File: config.mk
export PLATFORM = sky130hd
export DESIGN_NAME = alu_issue_stage
export DESIGN_NICKNAME = d
export VERILOG_FILES = /design/src/rtl/alu_pkg.sv /design/src/rtl/alu_regfile.sv /design/src/rtl/alu_issue_stage.sv
export SDC_FILE = /design/constraint.sdc
export NUM_CORES = 2
export LEC_CHECK = 0
export BUFFER_PORTS_ARGS = -buffer_cell sky130_fd_sc_hd__buf_2
export CAP_MARGIN = 30
export CORE_ASPECT_RATIO = 1.25
export CORE_UTILIZATION = 35
export DETAILED_ROUTE_END_ITERATION = 6
export SKIP_LAST_GASP = 1
export SYNTH_ARGS = -nofsm -noshare
export SYNTH_HDL_FRONTEND = slang
export SYNTH_SLANG_ARGS = --single-unit
export TNS_END_PERCENT = 1
File: constraint.sdc
create_clock -name clk -period 3.79 [get_ports clk]
set_input_delay 0.758 -clock clk [delete_from_list [all_inputs] [get_ports clk]]
set_output_delay 0.758 -clock clk [all_outputs]
set_load 0.05 [all_outputs]
File: src/rtl/alu_pkg.sv
// Shared definitions for the ALU issue path: opcode and shift-control encodings,
// instruction field positions, and the registered issue bundle.
package alu_pkg;

  localparam logic [3:0] OP_ADD = 4'd0;
  localparam logic [3:0] OP_SUB = 4'd1;
  localparam logic [3:0] OP_MUL = 4'd2;
  localparam logic [3:0] OP_OR  = 4'd3;
  localparam logic [3:0] OP_AND = 4'd4;
  localparam logic [3:0] OP_XOR = 4'd5;

  localparam logic [2:0] SR_NONE = 3'd0;
  localparam logic [2:0] SR_RSH  = 3'd1;
  localparam logic [2:0] SR_LSH  = 3'd2;
  localparam logic [2:0] SR_ROR  = 3'd3;

  localparam int OPC_MSB = 31;
  localparam int OPC_LSB = 28;
  localparam int SRC_MSB = 27;
  localparam int SRC_LSB = 25;
  localparam int SRB_MSB = 24;
  localparam int SRB_LSB = 20;
  localparam int RD_MSB  = 19;
  localparam int RD_LSB  = 15;
  localparam int RS1_MSB = 14;
  localparam int RS1_LSB = 10;
  localparam int RS2_MSB = 9;
  localparam int RS2_LSB = 5;

  // Source indices ride along with the operands so a stalled bundle can be refreshed.
  typedef struct packed {
    logic [31:0] in1;
    logic [31:0] in2;
    logic [3:0]  opcode;
    logic [2:0]  sr_cont;
    logic [4:0]  sr_bit;
    logic [4:0]  rd;
    logic [4:0]  rs1;
    logic [4:0]  rs2;
  } issue_bundle_t;

  function automatic logic is_legal(input logic [3:0] op, input logic [2:0] sc);
    return (op <= OP_XOR) && (sc <= SR_ROR);
  endfunction

endpackage

File: src/rtl/alu_regfile.sv
// Register file with two combinational read ports and one write port;
// r0 reads as zero and ignores writes.
module alu_regfile #(
  parameter int NREGS = 32,
  parameter int AW    = $clog2(NREGS)
) (
  input  logic          clk,
  input  logic          rst_n,
  input  logic [AW-1:0] addr1,
  output logic [31:0]   data1,
  input  logic [AW-1:0] addr2,
  output logic [31:0]   data2,
  input  logic          we,
  input  logic [AW-1:0] waddr,
  input  logic [31:0]   wdata
);

  logic [31:0] mem [NREGS];

  // NOTE: this array is flop-based so it can be cleared by reset; a macro RAM could not be.
  always_ff @(posedge clk or negedge rst_n) begin
    if (!rst_n) begin
      for (int i = 0; i < NREGS; i++) mem[i] <= '0;
    end else if (we && (waddr != '0)) begin
      mem[waddr] <= wdata;
    end
  end

  assign data1 = (addr1 == '0) ? 32'd0 : mem[addr1];
  assign data2 = (addr2 == '0) ? 32'd0 : mem[addr2];

endmodule

File: src/rtl/alu_issue_stage.sv
// Decode/operand-issue stage: decodes instruction words, reads operands with
// writeback forwarding, and holds a refreshable ALU-ready bundle.
module alu_issue_stage
  import alu_pkg::*;
#(
  parameter int NREGS = 32,
  parameter int CNT_W = 8
) (
  input  logic             clk,
  input  logic             rst_n,
  input  logic             in_valid,
  output logic             in_ready,
  input  logic [31:0]      in_instr,
  input  logic             wb_en,
  input  logic [4:0]       wb_addr,
  input  logic [31:0]      wb_data,
  output logic             out_valid,
  input  logic             out_ready,
  output logic [31:0]      out_in1,
  output logic [31:0]      out_in2,
  output logic [3:0]       out_opcode,
  output logic [2:0]       out_sr_cont,
  output logic [4:0]       out_sr_bit,
  output logic [4:0]       out_rd,
  output logic             illegal,
  output logic [CNT_W-1:0] illegal_cnt
);

  typedef enum logic {EMPTY = 1'b0, FULL = 1'b1} state_t;

  state_t        state_q, state_d;
  issue_bundle_t bundle_q, bundle_d, captured;

  logic [3:0]  dec_opcode;
  logic [2:0]  dec_sr_cont;
  logic [4:0]  dec_rs1, dec_rs2;
  logic [31:0] rf_data1, rf_data2;
  logic        accept, legal;
  logic        unused_reserved;

  assign dec_opcode      = in_instr[OPC_MSB:OPC_LSB];
  assign dec_sr_cont     = in_instr[SRC_MSB:SRC_LSB];
  assign dec_rs1         = in_instr[RS1_MSB:RS1_LSB];
  assign dec_rs2         = in_instr[RS2_MSB:RS2_LSB];
  assign unused_reserved = ^in_instr[4:0];

  assign out_valid = (state_q == FULL);
  assign in_ready  = !out_valid || out_ready;
  assign accept    = in_valid && in_ready;
  assign legal     = is_legal(dec_opcode, dec_sr_cont);

  alu_regfile #(.NREGS(NREGS)) u_regfile (
    .clk   (clk),
    .rst_n (rst_n),
    .addr1 (dec_rs1),
    .data1 (rf_data1),
    .addr2 (dec_rs2),
    .data2 (rf_data2),
    .we    (wb_en),
    .waddr (wb_addr),
    .wdata (wb_data)
  );

  // The array only updates at the edge, so a same-cycle writeback is forwarded here.
  always_comb begin
    captured.in1     = (wb_en && wb_addr == dec_rs1 && dec_rs1 != '0) ? wb_data : rf_data1;
    captured.in2     = (wb_en && wb_addr == dec_rs2 && dec_rs2 != '0) ? wb_data : rf_data2;
    captured.opcode  = dec_opcode;
    captured.sr_cont = dec_sr_cont;
    captured.sr_bit  = in_instr[SRB_MSB:SRB_LSB];
    captured.rd      = in_instr[RD_MSB:RD_LSB];
    captured.rs1     = dec_rs1;
    captured.rs2     = dec_rs2;
  end

  // NOTE: defaults first so every path assigns every bit and no latch is inferred.
  always_comb begin
    state_d  = state_q;
    bundle_d = bundle_q;
    if (accept && legal) begin
      state_d  = FULL;
      bundle_d = captured;
    end else if (state_q == FULL) begin
      if (out_ready) begin
        state_d = EMPTY;
      end else begin
        if (wb_en && wb_addr == bundle_q.rs1 && bundle_q.rs1 != '0) bundle_d.in1 = wb_data;
        if (wb_en && wb_addr == bundle_q.rs2 && bundle_q.rs2 != '0) bundle_d.in2 = wb_data;
      end
    end
  end

  // NOTE: non-blocking assignments keep every flop sampling pre-edge values.
  always_ff @(posedge clk or negedge rst_n) begin
    if (!rst_n) begin
      state_q     <= EMPTY;
      bundle_q    <= '0;
      illegal     <= 1'b0;
      illegal_cnt <= '0;
    end else begin
      state_q  <= state_d;
      bundle_q <= bundle_d;
      illegal  <= accept && !legal;
      if (accept && !legal && (illegal_cnt != {CNT_W{1'b1}}))
        illegal_cnt <= illegal_cnt + {{(CNT_W-1){1'b0}}, 1'b1};
    end
  end

  assign out_in1     = bundle_q.in1;
  assign out_in2     = bundle_q.in2;
  assign out_opcode  = bundle_q.opcode;
  assign out_sr_cont = bundle_q.sr_cont;
  assign out_sr_bit  = bundle_q.sr_bit;
  assign out_rd      = bundle_q.rd;

endmodule
# After elaboration in Yosys (flattened, before gate mapping)
# Cells that the tools add are included.
[totals]
wordCells = 110
in_bits = 74
reg_bits = 1125
output_inout_bits = 92
[classes]
magnitude_cmp = 6
n_bitwise = 3
n_eq_ne = 6
muxes = 21
add_sub_neg = 1
reduce_logical = 30
[op_table]
columns = ["op", "count"]
rows = [
  ["$bwmux 1024", 1],
  ["$mux 32", 11],
  ["$bmux 32 s5", 2],
  ["$mux 64", 3],
  ["$demux 32 s5", 1],
  ["$reduce_bool 5->1", 5],
  ["$eq 5x5->1", 4],
  ["$ge 6x6->1 const B", 3],
  ["$not 5->6", 3],
  ["$logic_and 1x1->1", 15],
  ["$logic_not 5->1", 2],
  ["$add 8x1->8 const B", 1],
  ["$ne 8x8->1 const B", 1],
  ["$lt 6x1->1 const B", 1],
  ["$reduce_and 3->1", 2],
  ["$reduce_bool 2->1", 3],
  ["$le 4x3->1 const B", 1],
  ["$le 3x2->1 const B", 1],
  ["$mux 1", 3],
  ["$logic_not 1->1", 2],
  ["$ne 2x1->1 const B", 1],
  ["$logic_or 1x1->1", 1],
]

# Longest topological paths before layout
[logic_depth]
ltp_word = 7
depth_mapped = 9
depth_no_buf = 6

# Cells and area by module
# From an unflattened synthesis, not the netlist that was laid out.
[unflattened]
hier_cells = 4142
area_unflattened_um2 = 59851.2
[by_module_without_submodules]
columns = ["module", "area_per_inst_um2", "seq_area_each_um2", "n_inst", "cells_each"]
rows = [
  ["alu_regfile", 54103.1, 25624.6, 1, 3543],
  ["alu_issue_stage", 5748.0, 2527.4, 1, 599],
]

# Least setup slack after synthesis
# OpenSTA, ideal clock, no wires.
[synth_path]
kind = "input -> register"
start = "input port out_ready"
end = "register bundle_q, in the netlist out_in1[11]"
n_path_buf = 2
required_ps = 3666
cell_stages = 7
setup_time_ps = 124
setup_slack_ps = 881
t_arrival_ps = 2785
path_cell_list = "nand2b_1 clkbuf_1 and3_1 a41oi_1 buf_2 mux2_2 a211o_1"
[synth_via]
elab_chain_len = 5
elab_cells_between_ends = 8
cone_classes = "1 x eq/ne; 1 x mux; 6 x reduce/logical"
[synth_rtl]
columns = ["element", "line", "source"]
rows = [
  ["start, declared", "alu_issue_stage.sv:18", "input logic out_ready,"],
  ["$logic_or 1x1->1 (*)", "alu_issue_stage.sv:48", "assign in_ready = !out_valid || out_ready;"],
  ["via in_ready", "alu_issue_stage.sv:12", "output logic in_ready,"],
  ["$logic_and 1x1->1 (*)", "alu_issue_stage.sv:49", "assign accept = in_valid && in_ready;"],
  ["$logic_and 1x1->1 (*)", "alu_issue_stage.sv:80", "if (accept && legal) begin"],
  ["$ne 2x1->1 (no source line) / $reduce_bool 2->1 (equally long branches)", "-", ""],
  ["$reduce_and 3->1 (no source line)", "-", ""],
  ["end signal, assigned", "alu_issue_stage.sv:102", "bundle_q <= bundle_d;"],
  ["end, declared", "alu_issue_stage.sv:32", "issue_bundle_t bundle_q, bundle_d, captured;"],
]
# Mark *: on every way through the listed nets, which the timed path passes. The rest lies on a longest branch.
# A chain may end at the register's enable or synchronous reset.

# Final worst setup path
[layout_path]
start = "register state_q (netlist: out_valid)"
end = "output port in_ready"
[layout_via]
elab_chain_len = 2
[layout_rtl]
columns = ["element", "line", "source"]
rows = [
  ["start, declared", "alu_issue_stage.sv:31", "state_t state_q, state_d;"],
  ["start signal, assigned", "alu_issue_stage.sv:101", "state_q <= state_d;"],
  ["$logic_not 1->1", "alu_issue_stage.sv:48", ""],
  ["$logic_or 1x1->1", "alu_issue_stage.sv:48", ""],
  ["end, declared", "alu_issue_stage.sv:12", ""],
]
# No other way between the ends.

==> qor.csv <==
metric;value;unit
Placed Area;0.06327;sq mm
Seq/Total Area, Yosys;0.4714;
post-layout min period;2777;ps
top-count cell post-synth;dfrtp_1;
maximum VDD drop;0.4298;mV
stages on the worst setup path;3;
drt wl/cell;30.18;um
I/O Buffers;160;
fraction of registers with async set/reset;1.000;
multi-input logic area;0.02921;sq mm
list of most frequent post-synthesis cells;dfrtp_1, mux2_2, mux4_2, clkbuf_1, mux2i_1;
EDFF count, synth;0;
Detailed Place HPWL;114700;um
pre-CTS setup slack;488.5;ps
critical path's top delay family;buffers and inverters;
Root Buffer;clkbuf_16;
first-pass GRT wire length;285200;um
clock skew;24.18;ps
Max stage delay on crit path;400;ps
Net Count, Synth;4267;
length of the first detailed-routing pass in iterations;5;
R2R Path Start;out_valid;
grt total ovfl;0;
vias in the first global route;39930;
Setup crit start kind;flip-flop;
# resized after CTS;0;
site row count;169;
leakage;0.02917;uW
CTS buffer count;115;
Critical R2R Capture;out_in2[10];
Max Clock Freq;0.3601;GHz
fin crit share;0.7327;
final setup fails;0;
arrival time at the worst endpoint;2020;ps
total routed wirelength;194000;um
Cell Area, Synth;0.05971;sq mm
max cap viols;0;
CTS tree;built;
Core ar.;0.1696;sq mm
worst path buffer plus inverter count;2;
top cell type's share of synthesized area;0.4714;
pin count of the biggest net entering global routing;109;
DRC viols;0;
setup slack, reg-to-reg;1030;ps
Routability Congestion;0.8103;
worst slew pin tran;1025;ps
cells after synthesis;4192;
kind of critical path;reg2out;
Netlist cell types;50;
die height;463.8;um
CTS max path bufs;3;
P&R area growth vs syn;12.38;%
ratio of cells with drive above 1 in the final layout;0.4880;
Setup TNS;0;ps
crit path capture type;output port;
hold_ws;14.50;ps
Initial Util;0.3521;
synth top area cells;dfrtp_1, mux2_2, mux4_2, mux2i_1, a221oi_1;
vias post-DR;38180;
max-slew violations;0;
power per cell area;533.4;mW/mm^2
Synth Register Bits;1125;
initial antenna violation count;14;
Final #Nets;4182;
worst setup margin;1013;ps
final cell count without fillers;6427;
Yosys top cell by area;dfrtp_1;
ANT nets after route;0;
Slew HR;0.3169;
initial drt markers;3198;
register area;0.02815;sq mm
placed cell count;6213;
io pins;166;
CP max FO;5;
slowest stage cell, crit path;nand2b_1;
R2R depth;6;
clock sink total;1125;
Die Area;0.1723;sq mm
synth warn;0;
Worst Setup SP;out_valid;
GRT Total Usage;0.2258;
H-tree depth;3;
RSZ-0062 raised after global routing;no;
crit path cell chain;nand2b_1, buf_4, buf_2;
Die X;371.4;um
filler cell count;15730;
Synth Flop Type;dfrtp_1;
hold buffers post-CTS;0;
Hold Path Class;in2async;
latest clock arrival within the worst-skew pair;760;ps
status;finished clean;
post-CTS setup buffer count;0;
Avg Cell Area, Syn;14.24;sq um
critical path capture point;in_ready;
critical path data required time;3030;ps
Final Hold Viols;0;
cell area after layout;0.06711;sq mm
clk slew on worst S/H paths;70;ps
Vias/cell;5.940;
[registers in the layout, summed over array words and instances, names as in the netlist]
signal,count
u_regfile.mem,1024
out_in1,32
out_in2,32
bundle_q,10
illegal_cnt,8
out_rd,5
out_sr_bit,5
out_opcode,4
out_sr_cont,3
illegal,1
out_valid,1
[routing by layer]
layer	vias up	wire (um)	global-route usage
met5	-	149	0
met4	20	7725	0.08780
met3	365	12610	0.04156
met2	1295	93270	0.3689
met1	20730	80230	0.2957
li1	15770	-	-
[logic make-up (layout without fill, tap and decap cells)]
logic type / count (synthesis) / in the layout / synth area share
AOI/OAI and AO/OA: 438 / 438 / 0.05500
and+or+nand+nor: 295 / 295 / 0.02378
other: 0 / 5 / 0
buffers and inverters: 536 / 543 / 0.04478
xor gates and xnor gates: 27 / 27 / 0.003960
adders and majority gates: 1 / 1 / 0.0002095
DFF: 1125 / 1125 / 0.4714
muxes: 1770 / 1770 / 0.4008
[final cells by class]
type / count / area share
inverter: 3 / 0.0002051
timing repair buffer: 331 / 0.04627
sequential: 1125 / 0.4195
clock buffer: 171 / 0.05084
antenna: 5 / 0.0001864
multi-input combinational: 2531 / 0.4353
clock inverter: 38 / 0.006227
tap: 2223 / 0.04145
[report_power, final]
| group | total (uW) | switching [uW] | internal [uW] |
|---|---|---|---|
| logic | 8010 | 3770 | 4240 |
| registers | 16000 | 1690 | 14300 |
| clock network | 11700 | 5070 | 6680 |
[cell usage in the layout, fill, tap and decap left out, types with 64 or more instances in the layout]
master,n
dfrtp_1,1125
clkbuf_16,118
o22ai_1,64
nand2_1,86
buf_2,152
mux4_2,384
a221oi_1,123
mux2_2,1101
mux2i_1,256
buf_4,96
buf_12,77
[metrics by stage]
stage	utilization	power, uW
finish	0.3957	35790
global route	0.3957	37380
CTS	0.3957	36030
detailed placement	0.3731	24240
global placement	0.3731	23920
floorplan	-	22060
[how the worst min path moves through the flow]
stage / from / end / slack [ps] / depth (start not counted)
global route: rst_n / u_regfile.mem[1005] / 40 / 1
CTS: rst_n / u_regfile.mem[177] / 3 / 1
global placement: u_regfile.mem[1015] / u_regfile.mem[1015] / 380 / 0
floorplan: u_regfile.mem[1003] / u_regfile.mem[1003] / 440 / 1
finish: rst_n / u_regfile.mem[177] / 10 / 1
detailed placement: u_regfile.mem[999] / u_regfile.mem[999] / 380 / 0
Power figures use the tool's default switching activity.
